<file path="src/rtl/mux_arb_4_if.sv">
// Request/grant bundle between the requesters and the 4:1 mux arbiter.
// Valid/ready: no handshake. req is a level each cycle, and gnt/sel/busy are registered.
interface mux_arb_4_if;
  logic [3:0] req;
  logic [3:0] gnt;
  logic       sel1;
  logic       sel0;
  logic       busy;
  logic       state_dbg;

  modport master (
    output req,
    input  gnt, sel1, sel0, busy, state_dbg
  );

  modport slave (
    input  req,
    output gnt, sel1, sel0, busy, state_dbg
  );
endinterface

</file>
<file path="src/rtl/mux_arb_4.sv">
// Round-robin arbiter for a shared 4:1 mux path, with a bounded hold time per owner.
// Outputs are registered. The last-owner pointer seeds the search for the next owner.
module mux_arb_4 #(
    parameter int MAX_HOLD = 8
) (
    input  logic         clk,
    input  logic         rst,
    mux_arb_4_if.slave   bus
);

    typedef enum logic {IDLE = 1'b0, GRANT = 1'b1} state_t;

    localparam logic [7:0] HOLD_LAST = 8'(MAX_HOLD - 1);

    state_t     state_q, state_d;
    logic [3:0] gnt_q, gnt_d;
    logic [1:0] sel_q, sel_d;
    logic [1:0] last_q, last_d;
    logic [7:0] cnt_q, cnt_d;
    logic       busy_q, busy_d;

    logic [2:0] pick_all;
    logic [2:0] pick_other;
    logic       take;
    logic [1:0] take_idx;

    // {found, index} of the first set bit of r, searching from p+1 and wrapping back to p.
    function automatic logic [2:0] rr_pick(input logic [3:0] r, input logic [1:0] p);
        logic [2:0] res;
        logic [1:0] idx;
        res = 3'b000;
        for (int k = 4; k >= 1; k--) begin
            idx = p + 2'(k);
            if (r[idx]) res = {1'b1, idx};
        end
        return res;
    endfunction

    always_comb begin
        state_d    = state_q;
        gnt_d      = gnt_q;
        sel_d      = sel_q;
        last_d     = last_q;
        cnt_d      = cnt_q;
        busy_d     = busy_q;
        take       = 1'b0;
        take_idx   = 2'd0;
        pick_all   = rr_pick(bus.req, last_q);
        pick_other = rr_pick(bus.req & ~gnt_q, last_q);

        case (state_q)
            IDLE: begin
                if (pick_all[2]) begin
                    take     = 1'b1;
                    take_idx = pick_all[1:0];
                end
            end
            GRANT: begin
                // While granted, last_q is the current owner.
                if (bus.req[last_q]) begin
                    if (cnt_q == HOLD_LAST) begin
                        if (pick_other[2]) begin
                            take     = 1'b1;
                            take_idx = pick_other[1:0];
                        end else begin
                            cnt_d = 8'd0;
                        end
                    end else begin
                        cnt_d = cnt_q + 8'd1;
                    end
                end else if (pick_all[2]) begin
                    take     = 1'b1;
                    take_idx = pick_all[1:0];
                end else begin
                    state_d = IDLE;
                    gnt_d   = 4'b0000;
                    busy_d  = 1'b0;
                    cnt_d   = 8'd0;
                end
            end
            default: begin
                state_d = IDLE;
                gnt_d   = 4'b0000;
                busy_d  = 1'b0;
                cnt_d   = 8'd0;
            end
        endcase

        if (take) begin
            state_d = GRANT;
            gnt_d   = 4'b0001 << take_idx;
            sel_d   = take_idx;
            last_d  = take_idx;
            busy_d  = 1'b1;
            cnt_d   = 8'd0;
        end
    end

    always_ff @(posedge clk or posedge rst) begin
        if (rst) begin
            state_q <= IDLE;
            gnt_q   <= 4'b0000;
            sel_q   <= 2'b00;
            last_q  <= 2'd3;
            cnt_q   <= 8'd0;
            busy_q  <= 1'b0;
        end else begin
            state_q <= state_d;
            gnt_q   <= gnt_d;
            sel_q   <= sel_d;
            last_q  <= last_d;
            cnt_q   <= cnt_d;
            busy_q  <= busy_d;
        end
    end

    assign bus.gnt       = gnt_q;
    assign bus.sel1      = sel_q[1];
    assign bus.sel0      = sel_q[0];
    assign bus.busy      = busy_q;
    assign bus.state_dbg = state_q;

endmodule

</file>
<file path="src/flat_wrapper.sv">
// flat-port wrapper written by rule: the top's interface ports become plain ports
module mux_arb_4_flat 
#(
    parameter int MAX_HOLD = 8
)
  (clk, rst, bus_req, bus_gnt, bus_sel1, bus_sel0, bus_busy, bus_state_dbg);
  mux_arb_4_if bus_i ();
  input  logic clk;
  input  logic rst;
  input wire logic [$bits(bus_i.req)-1:0] bus_req;
  output wire logic [$bits(bus_i.gnt)-1:0] bus_gnt;
  output wire logic [$bits(bus_i.sel1)-1:0] bus_sel1;
  output wire logic [$bits(bus_i.sel0)-1:0] bus_sel0;
  output wire logic [$bits(bus_i.busy)-1:0] bus_busy;
  output wire logic [$bits(bus_i.state_dbg)-1:0] bus_state_dbg;
  assign bus_i.req = bus_req;
  assign bus_gnt = bus_i.gnt;
  assign bus_sel1 = bus_i.sel1;
  assign bus_sel0 = bus_i.sel0;
  assign bus_busy = bus_i.busy;
  assign bus_state_dbg = bus_i.state_dbg;
  mux_arb_4 #(.MAX_HOLD(MAX_HOLD)) u_core (.clk(clk), .rst(rst), .bus(bus_i));
endmodule
</file>
<file path="config.mk">
export PLATFORM = sky130hd
export DESIGN_NAME = mux_arb_4_flat
export DESIGN_NICKNAME = d
export VERILOG_FILES = /design/src/rtl/mux_arb_4_if.sv /design/src/rtl/mux_arb_4.sv /design/src/flat_wrapper.sv
export SDC_FILE = /design/constraint.sdc
export NUM_CORES = 1
export LEC_CHECK = 0
export BUFFER_PORTS_ARGS = -buffer_cell sky130_fd_sc_hd__buf_4
export CAP_MARGIN = 20
export CORE_MARGIN = 2
export CORE_UTILIZATION = 60
export CTS_CLUSTER_DIAMETER = 30
export DETAILED_ROUTE_END_ITERATION = 16
export MAX_ROUTING_LAYER = met4
export PLACE_DENSITY_LB_ADDON = 0.15
export SETUP_SLACK_MARGIN = 0.3
export SYNTH_ARGS = -nofsm -noshare
export SYNTH_HDL_FRONTEND = slang
export SYNTH_SLANG_ARGS = --single-unit
</file>
<file path="constraint.sdc">
create_clock -name clk -period 5.5 [get_ports clk]
set_clock_uncertainty 0.05 [all_clocks]
set_input_delay 0 -clock clk [delete_from_list [all_inputs] [get_ports clk]]
set_output_delay 0 -clock clk [all_outputs]
set_load 0.005 [all_outputs]
</file>
==> impl_metrics.yaml, run 1 <==
outcome:
  outcome: "completed"
worst_setup_path:
  worst-path-max-fanout: 6
  worstPathBufferInverterCount: 0
  critical_path_arrival_ns: 2.56
  timing.setup.critical_path_class: "reg2reg"
  crit_chain: "ha_1 -> nor4b_1 -> nand3_1 -> o21ai_2 -> and2_0 -> a32o_1"
  critPathMaxStageDelay_ns: 0.47
  critical_path.slowest_cell: "nor4b_1"
  cp_startpoint_kind: "flop"
  path_delay_family: "simple AND/OR/NAND/NOR gates"
  required_ns: 5.68
  critPathCaptureType: "flop"
layout:
  most-common-layout-cells: "dfrtp_1, buf_4, nor2_1"
  antenna_diode_count: 0
  layout_cells_sized_above_1_pct: 21.4
  finish.utilization_pct: 72.6
  area_delta_synth_final_pct: 13.6
  flip_flop_and_latch_area_sq_um: 453
  leading_cell_type_in_the_layout_fill_and_taps_excluded: "dfrtp_1"
  layout.nets: 134
  finalInstanceArea_sq_mm: 0.00127
  multi_input_area_sq_um: 617
  layout.filler_cells: 141
timing:
  achievable-frequency_ghz: 0.420
  final_hold_viol_count: 0
  worst_hold_margin_ns: 0.182
  final-max-slew-violation-count: 0
  min_period_over_period_pct: 43.3
  setup_total_negative_slack_ns: 0
  rsz0062_at_grt: "false"
  final_setup_viols: 0
  worst_slew_margin_rel_pct: 55.8
  period_minus_slack_ns: 2.38
  tightestPinTransition_ns: 0.662
power:
  irDropWorstVdd_mv: 0.311
  power.density_cell_area_mw_per_mm2: 494
  cellLeakagePower_uw: 0.000564
  power_uw: 626
min_path:
  holdCritPathClass: "in2reg"
clocking:
  tritoncts: "done"
  cts.clk_slew.worst_paths_ns: 0.10
  numCtsBuffers: 3
  ctsRootBufferMaster: "clkbuf_4"
  cts.sinks: 18
  clock_latency_ns: 0.29
  htree_num_levels: 1
  cts_buffer_depth: 2
synth:
  synthArstFlopShare_pct: 100
  net_count_synth: 118
  post_synth_num_cell_types: 45
  postSynthRegisterBits: 18
  synthesis.area_per_instance_sq_um: 10.1
  synthesis.instances: 111
  muxShareOfSynthArea_pct: 2.80
  synth_compound_gate_area_share_pct: 27.5
  synth_edf_count: 0
  syn-cell-area_sq_mm: 0.00112
  yosysWarnings: 0
  synth_xor_xnor_area_share_pct: 3.92
  synth_top_family_by_area: "compound AO/OA/AOI/OAI gates"
  synth-simple-area-share_pct: 20.0
  yosys.area_share.adder_pct: 1.12
  yosys_most_used_dff: "dfrtp_1"
  seq_total_area_yosys_pct: 40.6
floorplanning:
  die_outline_area_sq_mm: 0.00222
  fp.dieW_um: 47.1
  die_ht_um: 47.1
  number_of_standard_cell_rows_in_the_floorplan: 15
  effective_utilization_at_floorplan_pct: 63.9
  top_level_ports: 14
  fp.coreArea_sq_mm: 0.00175
placed_design:
  dpl-instance-area_sq_mm: 0.00122
  final_estimated_routing_congestion_in_global_placement: 0.880
  dp.final_hpwl_mm: 1.89
  port_buffers: 13
grt:
  grt_overflow_total: 0
  grt_max_degree: 19
  grtUsageTotal_pct: 26.8
  grt_pass1_vias: 840
  grt_first_pass_wirelength_mm: 3.88
  grt_antenna_before_repair: 0
route:
  ant_nets: 0
  drt_drc_violations_left: 0
  wl_per_cell_um: 17.2
  vias_cell: 6.38
  routed_wl_mm: 2.60
  drtIter0Drc: 21
  firstDrtPassIters: 4
  num_vias: 964
flow_run:
  max-cap-violations: 0
state kept, by name, summed over array words and instances (netlist names):
name,cells
u_core.bus.busy,1
u_core.last_q,2
u_core.bus.gnt,4
u_core.cnt_q,8
u_core.sel_q,2
u_core.bus.state_dbg,1
synthesized netlist by cell type, types with 2 or more instances:
cell	count	share of area, %
a21o_1	3	2.0
mux2i_1	2	1.8
nor2_1	11	3.7
a22o_1	2	1.6
inv_1	6	2.0
nand4_1	2	1.1
xor2_1	5	3.9
o21ai_0	7	3.1
dfstp_2	2	4.7
dfrtp_1	16	36
a21oi_1	4	1.8
nand2_1	3	1.0
o211ai_1	2	1.3
nor2b_1	6	3.4
nand2b_1	3	1.7
a221oi_1	3	2.4
nand3_1	4	1.8
and3_1	2	1.1
o2bb2ai_1	2	1.6
path summary, 6_finish.rpt:
path / start / to / slack [ns] / cells past startpoint
max in group asynchronous: rst / u_core.sel_q[0] / 4.67 / 3
worst max-delay path: u_core.cnt_q[0] / u_core.bus.gnt[0] / 3.12 / 6
worst max register to register: u_core.cnt_q[0] / u_core.bus.gnt[0] / 3.12 / 6
worst min-delay path: bus_req[3] / u_core.bus.state_dbg / 0.18 / 2
min in group asynchronous: rst / u_core.cnt_q[5] / 0.30 / 3
worst min register to register: u_core.bus.busy / u_core.bus.busy / 0.45 / 1
cells by family after synthesis:
group | count (synthesis)
AOI/OAI and AO/OA | 35
DFF | 18
buffers and inverters | 9
xor gates and xnor gates | 5
muxes | 3
and+or+nand+nor | 40
adders and majority gates | 1
metal layers:
metal,up-vias,global-route usage [%],share of wire [%]
li1,446,-,-
met3,6,4.62,5.3
met5,-,-,0
met4,0,13.3,1.7
met1,473,35.5,44
met2,39,39.7,49
power breakdown:
part           internal, uW  switching [uW]  total [uW]  leakage, uW
clock network          40.3            39.9        80.2    0.0000210
registers               181            59.3         241     0.000225
logic                   141             163         305     0.000318
total                   363             262         626     0.000564
stage by stage:
stage               cells  setup slack (ns)
finish                151              3.12
global route          151              2.99
CTS                   151              3.20
detailed placement    146              3.24
global placement      146              3.42
floorplan             111              3.61
area by class of cell:
type | instances | share of cell area (%)
well taps | 25 | 2.47
inverters | 6 | 1.78
multi-input cells | 84 | 48.7
repair buffers | 14 | 8.49
flip-flops and latches | 18 | 35.7
clock buffers | 4 | 2.86
what timing repair did:
action	4_1_cts	5_1_grt
gates resized for setup	0	0
endpoints found under the hold margin	16	0
buffers inserted	0	0
hold buffers	1	0
Note: power is estimated with default switching activity, not from simulation.
==> run 2, diff against run 1 <==
--- a/config.mk
+++ b/config.mk
@@ -8,7 +8,7 @@
 export BUFFER_PORTS_ARGS = -buffer_cell sky130_fd_sc_hd__buf_4
 export CAP_MARGIN = 20
 export CORE_MARGIN = 2
-export CORE_UTILIZATION = 60
+export CORE_UTILIZATION = 56
 export CTS_CLUSTER_DIAMETER = 30
 export DETAILED_ROUTE_END_ITERATION = 16
 export MAX_ROUTING_LAYER = met4
==> constraint.sdc (replaced) <==
create_clock -name clk -period 2.2 [get_ports clk]
set_clock_uncertainty 0.05 [all_clocks]
set_input_delay 0 -clock clk [delete_from_list [all_inputs] [get_ports clk]]
set_output_delay 0 -clock clk [all_outputs]
set_load 0.005 [all_outputs]
==> impl_metrics.yaml, run 2 (same netlist as run 1, synthesis figures left out) <==
clocking:
  ctsRootBufferMaster: "clkbuf_4"
  numCtsBuffers: 3
  clock_latency_ns: 0.30
  htree_num_levels: 1
  cts.sinks: 18
  cts_buffer_depth: 2
  cts.clk_slew.worst_paths_ns: 0.11
  tritoncts: "done"
layout:
  top_register: "u_core.cnt_q"
  largest_reg_flops: 8
  leading_cell_type_in_the_layout_fill_and_taps_excluded: "buf_4"
  area_delta_synth_final_pct: 28.6
  layout.nets: 146
  most-common-layout-cells: "buf_4, dfrtp_1, nor2_1"
  layout_cells_sized_above_1_pct: 37.0
  antenna_diode_count: 0
power:
  comb_power_share_pct: 58.8
  irDropWorstVdd_mv: 1.03
  seqPwrFrac_pct: 30.3
  p_int_uw: 1100
  power.clock.fraction_pct: 10.9
  power_uw: 1870
  cellLeakagePower_uw: 0.000636
  p_switching_uw: 769
  net_sw_share_pct: 41.1
  power.density_cell_area_mw_per_mm2: 1310
floorplanning:
  effective_utilization_at_floorplan_pct: 58.1
  die_outline_area_sq_mm: 0.00237
  fp.dieW_um: 48.6
  fp.coreArea_sq_mm: 0.00192
  top_level_ports: 14
  die_ht_um: 48.6
  number_of_standard_cell_rows_in_the_floorplan: 16
outcome:
  outcome: "completed"
min_path:
  holdCritPathClass: "in2reg"
  holdPathStages: 2
  min-delay-start: "bus_req[3]"
  worstHoldEndpoint: "u_core.bus.state_dbg"
route:
  drt_drc_violations_left: 0
  drtIter0Drc: 27
  firstDrtPassIters: 4
  wl_per_cell_um: 16.7
  vias_cell: 5.99
  ant_nets: 0
  routed_wl_mm: 2.76
  num_vias: 989
worst_setup_path:
  critPathMaxStageDelay_ns: 0.65
  path_delay_family: "compound AO/OA/AOI/OAI gates"
  crit_chain: "mux2i_2 -> o22ai_4 -> a311oi_4 -> a31oi_4 -> a32o_1"
  critPathCaptureType: "flop"
  timing.setup.critical_path_class: "reg2reg"
  critical_path.reg2reg.endpoint: "u_core.bus.gnt[0]"
  critical_path.startpoint: "u_core.last_q[0]"
  worstPathBufferInverterCount: 0
  worst_r2r_path_depth: 5
  worst-path-max-fanout: 7
  critical_path.slowest_cell: "dfstp_2"
  reg2reg_slack_ns: 0.25
  regToRegStartpoint: "u_core.last_q[0]"
  cp_startpoint_kind: "flop"
  critical_path_arrival_ns: 2.09
  required_ns: 2.34
timing:
  worst_slew_margin_rel_pct: 56.6
  achievable-frequency_ghz: 0.513
  final_hold_viol_count: 0
  tightestPinTransition_ns: 0.651
  final-max-slew-violation-count: 0
  rsz0062_at_grt: "true"
  period_minus_slack_ns: 1.95
  final_setup_viols: 0
  setup_total_negative_slack_ns: 0
  min_period_over_period_pct: 88.6
grt:
  grt_pass1_vias: 972
  grt_antenna_before_repair: 0
  grt_first_pass_wirelength_mm: 4.51
  grtUsageTotal_pct: 25.2
  grt_max_degree: 19
  grt_overflow_total: 0
flow_run:
  max-cap-violations: 0
placed_design:
  port_buffers: 13
  final_estimated_routing_congestion_in_global_placement: 0.883
  dp.final_hpwl_mm: 1.73
-- run 2: cell types whose count changed in the layout (fill, tap and decap cells not counted), moves of 2 or more --
cell and delta:
buf_4 +12, o21ai_0 -3, mux2i_2 +2, mux2i_1 -2, o21ai_1 +2
-- run 2: final cells by class --
type / count / area (sq um)
clock buffer: 4 / 36.3
fill: 150 / 487
inverter: 6 / 22.5
multi-input combinational: 84 / 692
sequential: 18 / 453
tap: 27 / 33.8
timing repair buffer: 26 / 198
-- run 2: routing by layer --
layer	part of all wire, %	global-route usage [%]	routed length [um]	vias up
met4	2.1	9.52	59	0
li1	-	-	-	468
met5	0	-	0	-
met1	46	34.7	1260	474
met3	4.9	4.63	135	9
met2	47	37.2	1300	38
-- run 2: metrics by stage --
stage	instances	hold slack (ns)	setup WS [ns]	area, sq um	utilization [%]
2_1_floorplan	111	-0.113	0.309	1120	-
3_3_place_gp	150	0.0808	0.117	1240	64.5
3_5_place_dp	150	0.0832	0.105	1240	64.5
4_1_cts	162	0.199	0.298	1360	71.0
5_1_grt	165	0.240	0.186	1440	74.7
6_report	165	0.216	0.251	1440	74.7
-- run 2: worst max path at each step --
| stage | end | slack [ns] | depth (start not counted) |
|---|---|---|---|
| CTS | u_core.bus.gnt[0] | 0.30 | 5 |
| global route | u_core.bus.gnt[0] | 0.19 | 6 |
| global placement | u_core.bus.gnt[0] | 0.12 | 5 |
| finish | u_core.bus.gnt[0] | 0.25 | 5 |
| detailed placement | u_core.bus.gnt[0] | 0.11 | 5 |
| floorplan | u_core.bus.gnt[0] | 0.31 | 6 |
-- run 2: power groups by stage --
stage                     sequential [uW]  combinational (uW)  clock, uW
final                                 568                1100        205
after global routing                  582                1180        225
after CTS                             576                 917        206
after detailed placement              584                 769          0
after global placement                580                 744          0
after floorplan                       525                 585          0
-- run 2: what timing repair did --
item                                    CTS  global route
resized for setup                         8            11
endpoints found under the hold margin    16             0
endpoints found under the setup margin    8            14
buffers inserted                          7             3
hold buffers                              1             0
pin swaps                                 4             5
gates cloned                              0             0
